### src/rtl/norm_round_ctrl.sv
// norm_round_ctrl: multi-cycle normalize-and-round sequencer for the FP result path.
// Takes sign / biased exponent / 28-bit extended mantissa, normalizes one bit per
// cycle and rounds on the 4 guard bits. It returns a single-precision exponent,
// a fraction and status flags.
// Optional build macro: ROUND_RNE_EN selects round-to-nearest-even.
// When it is undefined, the block rounds half-up.
//
// Handshake rule on both sides: a transfer happens on the rising clock edge where
// valid and ready are both high. The producer holds valid and data stable until
// that edge. in_ready is high only in IDLE. out_valid is high only in DONE.
//
// Output fraction: the hidden one at M[26] is dropped. The 22 extended fraction
// bits M[25:4] sit in out_mantis[21:0], and out_mantis[22] is always zero.
module norm_round_ctrl (
  input  logic        clk,
  input  logic        rst_n,
  input  logic        in_valid,
  output logic        in_ready,
  input  logic        in_sign,
  input  logic [7:0]  in_exp,
  input  logic [27:0] in_mantis,
  output logic        out_valid,
  input  logic        out_ready,
  output logic        out_sign,
  output logic [7:0]  out_exp,
  output logic [22:0] out_mantis,
  output logic        out_ovf,
  output logic        out_uf,
  output logic        out_inexact
);

  typedef enum logic [1:0] {
    S_IDLE  = 2'd0,
    S_NORM  = 2'd1,
    S_ROUND = 2'd2,
    S_DONE  = 2'd3
  } state_t;

  // state_q is the FSM state that checkers bind to
  state_t      state_q, state_d;
  logic        sign_q;
  logic [8:0]  exp_q;   // 9 bits so 255+1 and 256+1 never wrap
  logic [27:0] man_q;

  logic        in_zero;
  logic        norm_carry, norm_hidden, norm_flush;
  logic        round_inc, round_ovf, round_inexact;
  logic [23:0] round_sum;
  logic [21:0] round_frac;
  logic [8:0]  round_exp;

  assign in_zero     = (in_mantis == 28'd0);
  assign norm_carry  = man_q[27];
  assign norm_hidden = man_q[26];
  assign norm_flush  = (exp_q <= 9'd1);

  // Round step: the increment lands on the ulp (bit 4); a carry out renormalizes by one
  always_comb begin
`ifdef ROUND_RNE_EN
    round_inc = man_q[3] & ((|man_q[2:0]) | man_q[4]);
`else
    round_inc = man_q[3];
`endif
    round_sum     = man_q[27:4] + {23'd0, round_inc};
    round_inexact = |man_q[3:0];
    if (round_sum[23]) begin
      round_frac = round_sum[22:1];
      round_exp  = exp_q + 9'd1;
    end else begin
      round_frac = round_sum[21:0];
      round_exp  = exp_q;
    end
    round_ovf = (round_exp >= 9'd255);
  end

  // State register
  always_ff @(posedge clk or negedge rst_n) begin
    if (!rst_n) state_q <= S_IDLE;
    else        state_q <= state_d;
  end

  // Next-state logic
  always_comb begin
    state_d = state_q;
    case (state_q)
      S_IDLE:  if (in_valid) state_d = in_zero ? S_DONE : S_NORM;
      S_NORM: begin
        if (norm_carry || norm_hidden) state_d = S_ROUND;
        else if (norm_flush)           state_d = S_DONE;
      end
      S_ROUND: state_d = S_DONE;
      S_DONE:  if (out_ready) state_d = S_IDLE;
      default: state_d = S_IDLE;
    endcase
  end

  // Handshake outputs decoded from state
  always_comb begin
    in_ready  = (state_q == S_IDLE);
    out_valid = (state_q == S_DONE);
  end

  // Working registers and result registers; results load only on entry to DONE
  always_ff @(posedge clk or negedge rst_n) begin
    if (!rst_n) begin
      sign_q      <= 1'b0;
      exp_q       <= 9'd0;
      man_q       <= 28'd0;
      out_sign    <= 1'b0;
      out_exp     <= 8'd0;
      out_mantis  <= 23'd0;
      out_ovf     <= 1'b0;
      out_uf      <= 1'b0;
      out_inexact <= 1'b0;
    end else begin
      case (state_q)
        S_IDLE: begin
          if (in_valid) begin
            sign_q <= in_sign;
            exp_q  <= {1'b0, in_exp};
            man_q  <= in_mantis;
            if (in_zero) begin
              out_sign    <= in_sign;
              out_exp     <= 8'd0;
              out_mantis  <= 23'd0;
              out_ovf     <= 1'b0;
              out_uf      <= 1'b0;
              out_inexact <= 1'b0;
            end
          end
        end
        S_NORM: begin
          if (norm_carry) begin
            // right shift keeps the dropped bit as sticky in bit 0
            man_q <= {1'b0, man_q[27:2], man_q[1] | man_q[0]};
            exp_q <= exp_q + 9'd1;
          end else if (norm_hidden) begin
            man_q <= man_q;
          end else if (norm_flush) begin
            out_sign    <= sign_q;
            out_exp     <= 8'd0;
            out_mantis  <= 23'd0;
            out_ovf     <= 1'b0;
            out_uf      <= 1'b1;
            out_inexact <= 1'b1;
          end else begin
            man_q <= {man_q[26:0], 1'b0};
            exp_q <= exp_q - 9'd1;
          end
        end
        S_ROUND: begin
          out_sign    <= sign_q;
          out_uf      <= 1'b0;
          out_inexact <= round_inexact;
          if (round_ovf) begin
            out_exp    <= 8'hFF;
            out_mantis <= 23'd0;
            out_ovf    <= 1'b1;
          end else begin
            out_exp    <= round_exp[7:0];
            out_mantis <= {1'b0, round_frac};
            out_ovf    <= 1'b0;
          end
        end
        default: begin
          man_q <= man_q;
        end
      endcase
    end
  end

endmodule
### config.mk
export PLATFORM = sky130hd
export DESIGN_NAME = norm_round_ctrl
export DESIGN_NICKNAME = d
export VERILOG_FILES = /design/src/rtl/norm_round_ctrl.sv
export SDC_FILE = /design/constraint.sdc
export NUM_CORES = 1
export LEC_CHECK = 0
export BUFFER_PORTS_ARGS = -buffer_cell sky130_fd_sc_hd__buf_2
export CORE_MARGIN = 1.5
export CORE_UTILIZATION = 52
export DETAILED_ROUTE_END_ITERATION = 16
export GPL_TIMING_DRIVEN = 0
export PLACE_DENSITY = 0.79
export SLEW_MARGIN = 5
export SYNTH_ARGS = -nofsm -noshare
export SYNTH_HDL_FRONTEND = slang
export SYNTH_SLANG_ARGS = --single-unit
### constraint.sdc
create_clock -name clk -period 2.3 [get_ports clk]
set_input_delay 0.69 -clock clk [delete_from_list [all_inputs] [get_ports clk]]
set_output_delay 0.69 -clock clk [all_outputs]
set_load 0.01 [all_outputs]
==> summary.json, run 1 <==
{
  "status": "finished with violations",
  "failed_checks": "negative setup slack",
  "timing.critical_path.required_ps": 2540,
  "area_share_of_the_leading_cell_type_in_the_synthesized_netlist_pct": 37.0,
  "critical_path_class": "flip-flop to flip-flop",
  "placeableCoreArea_mm2": 0.00928,
  "post_synth_num_cell_types": 62,
  "clock_power_share_pct": 12.5,
  "post-place-cells": 810,
  "ys_dominant_reg_cell": "sky130_fd_sc_hd__dfrtp_1",
  "design.final.nets": 788,
  "p_leak_nw": 2.92,
  "avgViaCountPerCell": 6.19,
  "hpwl_um": 11000,
  "layout-drive-gt1-share_pct": 33.4,
  "setup_repair_after_global_routing_missed_its_margin": "true",
  "ir_drop_v": 0.00117,
  "initial_core_util_pct": 53.9,
  "number_of_flops_mapped_to_enable_cells_by_yosys": 0,
  "die-height_um": 101,
  "combinationalPowerShare_pct": 61.4,
  "setup_viol_count_final": 40,
  "hold_path.class": "input pin to asynchronous set/reset pin",
  "synth.yosys.seq_area_share_pct": 37.0,
  "final_cells": 872,
  "max_freq_mhz": 388,
  "n_antenna_cell": 0,
  "power_w": 0.00937,
  "switching_component_of_the_power_w": 0.00434,
  "area_growth_syn_to_layout_pct": 32.4,
  "layout_min_cycle_time_ps": 2580,
  "synth_warnings": 0,
  "io_buffer_count": 76,
  "tritoncts_clock_tree": "built",
  "globalRoute.totalOverflow": 0,
  "synthesis.area_per_instance_um2": 8.28,
  "final.setup.worst_slack_ps": -279,
  "die-area_mm2": 0.0102,
  "reg_clk_slew_reported_paths_ps": 90,
  "drtAntennaViolNets": 0,
  "inserted_clock_buffers": 9,
  "drtIter0Drc": 405,
  "drv.max_cap_violation_count": 0,
  "clock_root_cell": "sky130_fd_sc_hd__clkbuf_8",
  "post-route-period-util_pct": 112,
  "cts_max_path_buffers": 2,
  "vias_in_the_first_global_route": 4786,
  "synth_fp_nets": 654,
  "maximum_number_of_pins_on_one_net_before_global_route_repair": 64,
  "maxSlewViolCount": 0,
  "chipWidth_um": 101,
  "whs_ps": 173,
  "postSynthRegisterBits": 74,
  "drtPass1Iterations": 6,
  "yosys-top-cells-area": "sky130_fd_sc_hd__dfrtp_1, sky130_fd_sc_hd__nand2_1, sky130_fd_sc_hd__a21oi_1",
  "synthesis.instances": 604,
  "clock_sinks": 74,
  "cellInternalPower_w": 0.00503,
  "io_pins": 78,
  "total_standard_cell_area_after_synthesis_mm2": 0.00500,
  "dr_total_vias": 5400,
  "cp-start-kind": "flip-flop",
  "finalClockSkew_ps": 13.9,
  "row_count": 35,
  "synthDominantAreaCellType": "sky130_fd_sc_hd__dfrtp_1",
  "pwr-share-seq_pct": 26.2,
  "crit_path_from": "man_q[4]",
  "drt-wirelength-per-cell_um": 18.3,
  "route.detailed.drc": 0,
  "grt_pass1_wl_um": 24300,
  "groute.usage.overall_pct": 30.5,
  "crit_path_end_kind": "flip-flop",
  "async_flop_share_pct": 100,
  "htreeDepth": 3,
  "insertion_delay_ps": 350,
  "tightestPinTransition_ps": 617,
  "n_fill_cell": 754,
  "worstPathMaxFanout": 5,
  "number_of_antenna_violations_at_the_first_check_in_global_routing": 0,
  "rr_startpoint": "man_q[4]",
  "routed_wl_um": 16000,
  "finalHoldViolCount": 0,
  "cp_data_arrival_time_ps": 2820,
  "gp_congestion": 0.997,
  "power.share.switching_pct": 46.4,
  "slew_headroom_pct": 58.4,
  "power_density_mw_per_mm2": 1410
}
[cell usage in the layout (no fill, tap or decap), types with 6 or more instances in the layout]
cell                       Yosys  layout
sky130_fd_sc_hd__buf_6         2      17
sky130_fd_sc_hd__nand2_1      79      74
sky130_fd_sc_hd__o211ai_1      6       6
sky130_fd_sc_hd__nor2_1       44      31
sky130_fd_sc_hd__o21ai_0      47      27
sky130_fd_sc_hd__o21ai_2       0       7
sky130_fd_sc_hd__clkbuf_1     44      15
sky130_fd_sc_hd__dfrtp_2       0       8
sky130_fd_sc_hd__and3_1        9       8
sky130_fd_sc_hd__o21ai_1       1      14
sky130_fd_sc_hd__nor2_2        0       8
sky130_fd_sc_hd__buf_4         4      49
sky130_fd_sc_hd__xnor2_1      16      15
sky130_fd_sc_hd__clkbuf_4      0       6
sky130_fd_sc_hd__nor2_4        0       6
sky130_fd_sc_hd__a32o_1       21      21
sky130_fd_sc_hd__nand3_1      41      41
sky130_fd_sc_hd__mux2i_1       6       6
sky130_fd_sc_hd__a221o_1      26      25
sky130_fd_sc_hd__clkbuf_2      1       7
sky130_fd_sc_hd__inv_1        14      13
sky130_fd_sc_hd__a21oi_1      55      54
sky130_fd_sc_hd__nor4_1       13      12
sky130_fd_sc_hd__clkbuf_8      0      11
sky130_fd_sc_hd__dfrtp_1      74      66
sky130_fd_sc_hd__buf_2         9      80
sky130_fd_sc_hd__nand4_1       6       6
sky130_fd_sc_hd__xor2_1       10      10
[power groups by stage]
| stage | Clock, W | Combinational, W | Sequential [W] |
|---|---|---|---|
| final | 0.00117 | 0.00575 | 0.00245 |
| after global routing | 0.00123 | 0.00622 | 0.00252 |
| after CTS | 0.00118 | 0.00522 | 0.00241 |
| after detailed placement | 0 | 0.00462 | 0.00236 |
| after global placement | 0 | 0.00451 | 0.00232 |
| after floorplan | 0 | 0.00322 | 0.00237 |
[repair_timing]
item                                    CTS  global route
endpoints found under the setup margin   68            67
gates resized for setup                  84            78
hold buffers                              0             0
pin swaps                                31            29
gates cloned                              3             4
buffers inserted                         41             8
[sequential cells by signal, summed over array words and instances (netlist names)]
register,cells
out_mantis,22
man_q,28
state_q,2
out_ovf,1
exp_q,9
out_inexact,1
sign_q,1
out_exp,8
out_uf,1
out_sign,1
[critical path, stage by stage (launching register included)]
cell                      delay (ps)
sky130_fd_sc_hd__dfrtp_1         430
sky130_fd_sc_hd__ha_4            170
sky130_fd_sc_hd__nand4_1         220
sky130_fd_sc_hd__or2_4           330
sky130_fd_sc_hd__nor4_4          260
sky130_fd_sc_hd__or2_1           190
sky130_fd_sc_hd__buf_6           110
sky130_fd_sc_hd__a41o_1          190
sky130_fd_sc_hd__a31oi_4         150
sky130_fd_sc_hd__buf_6           170
sky130_fd_sc_hd__a32o_1          260
[metal layers]
metal	global-route usage [%]	wire (µm)
met1	43.1	6960
met2	48.5	7390
met3	3.26	1120
met4	10.9	506
met5	0	0
[cell families (layout without fill, tap and decap cells)]
logic type | count (synthesis) | in the layout | share of synthesized area [%]
compound gates | 193 | 193 | 26.9
simple gates | 217 | 219 | 20.9
other cells | 1 | 1 | 0.0750
mux | 7 | 7 | 1.43
xor+xnor | 27 | 27 | 4.88
flops | 74 | 74 | 37.0
fa+ha+maj | 9 | 9 | 2.25
buf+inv | 76 | 213 | 6.55
[final timing paths]
check	endpoint	slack, ps	depth (start not counted)
worst max-delay path	out_mantis[4]	-280	10
worst min-delay path	state_q[0]	170	1
worst max register to register	out_mantis[4]	-280	10
worst min register to register	out_ovf	480	2
max in group asynchronous	out_mantis[0]	1550	2
min in group clk	out_ovf	480	2
[layout make-up]
class / instances / area (µm²) / share of cell area [%]
plain buffers: 53 / 404 / 6.10
clock buffers: 9 / 124 / 1.87
inverters: 15 / 56.3 / 0.850
repair buffers: 129 / 842 / 12.7
flip-flops and latches: 74 / 1860 / 28.1
well taps: 129 / 161 / 2.44
clock inverters: 7 / 101 / 1.53
multi-input cells: 456 / 3070 / 46.4
[cells in the mapped netlist (2+ instances only)]
cell,instances
sky130_fd_sc_hd__nand2_1,79
sky130_fd_sc_hd__dfrtp_1,74
sky130_fd_sc_hd__a21oi_1,55
sky130_fd_sc_hd__o21ai_0,47
sky130_fd_sc_hd__clkbuf_1,44
sky130_fd_sc_hd__nor2_1,44
sky130_fd_sc_hd__nand3_1,41
sky130_fd_sc_hd__a221o_1,26
sky130_fd_sc_hd__a32o_1,21
sky130_fd_sc_hd__xnor2_1,16
sky130_fd_sc_hd__inv_1,14
sky130_fd_sc_hd__nor4_1,13
sky130_fd_sc_hd__xor2_1,10
sky130_fd_sc_hd__and3_1,9
sky130_fd_sc_hd__buf_2,9
sky130_fd_sc_hd__ha_1,9
sky130_fd_sc_hd__mux2i_1,6
sky130_fd_sc_hd__nand4_1,6
sky130_fd_sc_hd__o211ai_1,6
sky130_fd_sc_hd__nand2b_1,5
sky130_fd_sc_hd__a31oi_1,4
sky130_fd_sc_hd__buf_4,4
sky130_fd_sc_hd__o22ai_1,4
sky130_fd_sc_hd__a211oi_1,3
sky130_fd_sc_hd__nor3_1,3
sky130_fd_sc_hd__or2_2,3
sky130_fd_sc_hd__a211o_1,2
sky130_fd_sc_hd__a22o_1,2
sky130_fd_sc_hd__a22oi_1,2
sky130_fd_sc_hd__a41oi_1,2
sky130_fd_sc_hd__buf_6,2
sky130_fd_sc_hd__nor4_2,2
sky130_fd_sc_hd__o2111ai_1,2
sky130_fd_sc_hd__o221a_2,2
sky130_fd_sc_hd__o221ai_1,2
sky130_fd_sc_hd__o2bb2ai_1,2
sky130_fd_sc_hd__o311ai_0,2
sky130_fd_sc_hd__o32ai_1,2
sky130_fd_sc_hd__or3_1,2
[stage by stage]
step / util (%) / setup WS [ps] / TNS (ps) / area [µm²]
floorplan: - / -91.9 / -1720 / 5030
global placement: 60.0 / -663 / -26600 / 5570
detailed placement: 60.4 / -684 / -29230 / 5600
CTS: 68.9 / -187 / -4020 / 6400
global route: 71.3 / -407 / -10680 / 6620
finish: 71.3 / -279 / -6100 / 6620
(Power assumes the default switching activity.)
==> inputs of run 2 (changes only) <==
==> constraint.sdc (replaced) <==
create_clock -name clk -period 2.3 [get_ports clk]
set_input_delay 0.115 -clock clk [delete_from_list [all_inputs] [get_ports clk]]
set_output_delay 0.115 -clock clk [all_outputs]
set_load 0.01 [all_outputs]
==> run 2 against run 1 <==
The run still ends with negative setup slack left. Largest power group unchanged. Global-route usage about the same. Critical path type unchanged. Combinational power hardly changed. Sequential share of layout area fell by 0.074 points. Setup slack better by 7.8 ps. Critical endpoint unchanged.
==> summary.json, run 2 (synthesis results as in run 1) <==
{
  "io_buffer_count": {"value": 76, "change": "unchanged"},
  "insertion_delay": {"value": 350, "unit": "ps", "change": "about the same"},
  "finalClockSkew": {"value": 13.4, "unit": "ps", "change": "-0.495 ps"},
  "maximum_number_of_pins_on_one_net_before_global_route_repair": {"value": 64, "change": "unchanged"},
  "power_density": {"value": 1410, "unit": "mW/mm²", "change": "-0.53%"},
  "area_growth_syn_to_layout_pct": 32.7,
  "drtIter0Drc": {"value": 373, "change": "-7.9%"},
  "gr-usage-met1": {"value": 43.1, "unit": "%", "change": "unchanged"},
  "pwr-share-seq": {"value": 26.2, "unit": "%", "change": "about the same"},
  "tightestPinTransition": {"value": 593, "unit": "ps", "change": "-24.6 ps"},
  "dr_total_vias": {"value": 5393, "change": "-0.13%"},
  "placeableCoreArea": {"value": 0.00928, "unit": "mm²", "change": "unchanged"},
  "ff_latch_area": {"value": 0.00186, "unit": "mm²", "change": "unchanged"},
  "switching_component_of_the_power": {"value": 0.00432, "unit": "W", "change": "-0.51%"},
  "groute.usage.overall": {"value": 30.5, "unit": "%", "change": "+0.044 points"},
  "max_freq": {"value": 389, "unit": "MHz", "change": "+0.30%"},
  "finalHoldViolCount": {"value": 0, "change": "unchanged"},
  "cts_max_path_buffers": {"value": 2, "change": "unchanged"},
  "finalCoreUtilization": {"value": 71.5, "unit": "%", "change": "+0.19 points"},
  "chipWidth": {"value": 101, "unit": "µm", "change": "unchanged"},
  "place_ws": {"value": -618, "unit": "ps", "change": "+65.4 ps"},
  "clock_power_share": {"value": 12.5, "unit": "%", "change": "about the same"},
  "n_antenna_cell": {"value": 0, "change": "unchanged"},
  "row_count": {"value": 35, "change": "unchanged"},
  "layout-drive-gt1-share": {"value": 33.2, "unit": "%", "change": "-0.22 points"},
  "slew_headroom": {"value": 60.1, "unit": "%", "change": "+1.7 points"},
  "worstPathMaxFanout": {"value": 5, "change": "unchanged"},
  "drt-wirelength-per-cell": {"value": 18.2, "unit": "µm", "change": "-0.77%"},
  "die-area": {"value": 0.0102, "unit": "mm²", "change": "unchanged"},
  "r2r_setup_slack": {"value": -270, "unit": "ps", "change": "about the same"},
  "cellInternalPower": {"value": 0.00502, "unit": "W", "change": "about the same"},
  "global_route.peak_usage_layer": "met2",
  "globalRoute.totalOverflow": {"value": 0, "change": "unchanged"},
  "reg_clk_slew_reported_paths": {"value": 90, "unit": "ps", "change": "about the same"},
  "r2r-end": "out_mantis[4]",
  "mostFrequentLayoutCell": "sky130_fd_sc_hd__buf_2",
  "top_reg_by_flops": "man_q",
  "combinationalPowerShare": {"value": 61.3, "unit": "%", "change": "about the same"},
  "tritoncts_clock_tree": "built",
  "drtAntennaViolNets": {"value": 0, "change": "unchanged"},
  "final.setup.worst_slack": {"value": -271, "unit": "ps", "change": "+7.79 ps"},
  "maxSlewViolCount": {"value": 0, "change": "unchanged"},
  "design.final.nets": {"value": 790, "change": "+0.25%"},
  "p_leak": {"value": 2.92, "unit": "nW", "change": "+0.25%"},
  "worstRegToRegCells": {"value": 10, "change": "unchanged"},
  "clock_root_cell": "sky130_fd_sc_hd__clkbuf_8",
  "status": "finished with violations",
  "crit_path_from": "man_q[4]",
  "inserted_clock_buffers": {"value": 9, "change": "unchanged"},
  "power.share.switching": {"value": 46.2, "unit": "%", "change": "-0.12 points"},
  "timing.critical_path.required": {"value": 2540, "unit": "ps", "change": "about the same"},
  "gp_congestion": {"value": 0.997, "change": "unchanged"},
  "routed_wl": {"value": 15900, "unit": "µm", "change": "-0.54%"},
  "setup_viol_count_final": {"value": 35, "change": "-13%"},
  "setup.worst_path.end": "out_mantis[4]",
  "vias_in_the_first_global_route": {"value": 4800, "change": "+0.29%"},
  "failed_checks": "negative setup slack",
  "drv.max_cap_violation_count": {"value": 0, "change": "unchanged"},
  "layout_min_cycle_time": {"value": 2570, "unit": "ps", "change": "-7.79 ps"},
  "n_fill_cell": {"value": 754, "change": "unchanged"},
  "top_regs": "man_q x28, out_mantis x22, exp_q x9",
  "grt_pass1_wl": {"value": 24300, "unit": "µm", "change": "+0.17%"},
  "drtPass1Iterations": {"value": 5, "change": "-1"},
  "final_tns_setup": {"value": -6000, "unit": "ps", "change": "+99.8 ps"},
  "initial_core_util": {"value": 53.9, "unit": "%", "change": "unchanged"},
  "cp_data_arrival_time": {"value": 2810, "unit": "ps", "change": "about the same"},
  "io_pins": {"value": 78, "change": "unchanged"},
  "clock_sinks": {"value": 74, "change": "unchanged"},
  "rr_startpoint": "man_q[4]",
  "htreeDepth": {"value": 3, "change": "unchanged"},
  "number_of_antenna_violations_at_the_first_check_in_global_routing": {"value": 0, "change": "unchanged"},
  "power": {"value": 0.00934, "unit": "W", "change": "-0.27%"},
  "crit_path_end_kind": "flip-flop",
  "post-route-period-util": {"value": 112, "unit": "%", "change": "-0.34 points"},
  "largest_reg_flops": {"value": 28, "change": "unchanged"},
  "avgViaCountPerCell": {"value": 6.17, "change": "-0.36%"},
  "setup_repair_after_global_routing_missed_its_margin": "true",
  "hpwl": {"value": 11000, "unit": "µm", "change": "unchanged"},
  "whs": {"value": 55.3, "unit": "ps", "change": "-118 ps"},
  "grt_use_met2": {"value": 48.7, "unit": "%", "change": "+0.15 points"},
  "ir_drop": {"value": 0.00117, "unit": "V", "change": "-0.38%"},
  "critical_path_class": "flip-flop to flip-flop",
  "min_delay_path_depth": 3,
  "most-common-layout-cells": "sky130_fd_sc_hd__buf_2, sky130_fd_sc_hd__nand2_1, sky130_fd_sc_hd__dfrtp_1",
  "area_occupied_by_multi_input_gates": {"value": 0.00306, "unit": "mm²", "change": "-0.24%"},
  "hold_path.class": "input pin to flip-flop",
  "route.detailed.drc": {"value": 0, "change": "unchanged"},
  "cp-start-kind": "flip-flop",
  "gr-usage-met3": {"value": 3.26, "unit": "%", "change": "unchanged"},
  "die-height": {"value": 101, "unit": "µm", "change": "unchanged"}
}
==> run 2: repair_timing <==
item / 4_1_cts / 5_1_grt
pin swaps: 31 / 29
setup endpoints to repair: 68 / 67
hold buffers: 2 / 0
buffers inserted: 41 / 8
resized for setup: 84 / 79
gates cloned: 3 / 4
endpoints found under the hold margin: 75 / 0
==> run 2: worst max-delay path: stages, from the launching register on <==
cell                      delay [ps]
sky130_fd_sc_hd__dfrtp_1         430
sky130_fd_sc_hd__ha_4            170
sky130_fd_sc_hd__nand4_1         220
sky130_fd_sc_hd__or2_4           330
sky130_fd_sc_hd__nor4_4          250
sky130_fd_sc_hd__or2_1           190
sky130_fd_sc_hd__buf_6           110
sky130_fd_sc_hd__a41o_1          190
sky130_fd_sc_hd__a31oi_4         150
sky130_fd_sc_hd__buf_6           170
sky130_fd_sc_hd__a32o_1          260
==> run 2: worst min path at each step <==
stage | from | endpoint | slack, ps
after global routing | in_exp[2] | exp_q[2] | 60
after floorplan | rst_n | exp_q[0] | -180
final | in_exp[1] | exp_q[1] | 60
after CTS | in_exp[1] | exp_q[1] | 50
after global placement | in_sign | sign_q | 360
after detailed placement | rst_n | state_q[0] | -20
==> run 2: power groups by stage <==
stage	logic [W]	clock network, W	registers [W]
global route	0.00623	0.00123	0.00252
global placement	0.00451	0	0.00232
CTS	0.00522	0.00118	0.00241
detailed placement	0.00462	0	0.00236
finish	0.00573	0.00117	0.00245
floorplan	0.00322	0	0.00237
==> run 2: final cells by class <==
type / count / area share [%]
Timing Repair Buffer: 131 / 13.1
Clock buffer: 9 / 1.87
Tap cell: 129 / 2.43
Sequential cell: 74 / 28.0
Buffer: 53 / 6.09
Inverter: 15 / 0.848
Clock inverter: 7 / 1.53
Multi-Input combinational cell: 456 / 46.1
==> run 2: stage by stage <==
| step | cells | cell area, µm² |
|---|---|---|
| final | 874 | 6640 |
| after detailed placement | 810 | 5600 |
| after global placement | 809 | 5570 |
| after global routing | 874 | 6640 |
| after CTS | 864 | 6420 |
| after floorplan | 604 | 5030 |
==> run 2: per-layer routing <==
metal | share of wire (%) | up-vias | wire [µm]
li1 | - | 2504 | -
met1 | 43 | 2542 | 6810
met2 | 47 | 305 | 7420
met3 | 7.6 | 42 | 1210
met4 | 2.7 | 0 | 431
met5 | 0 | - | 0
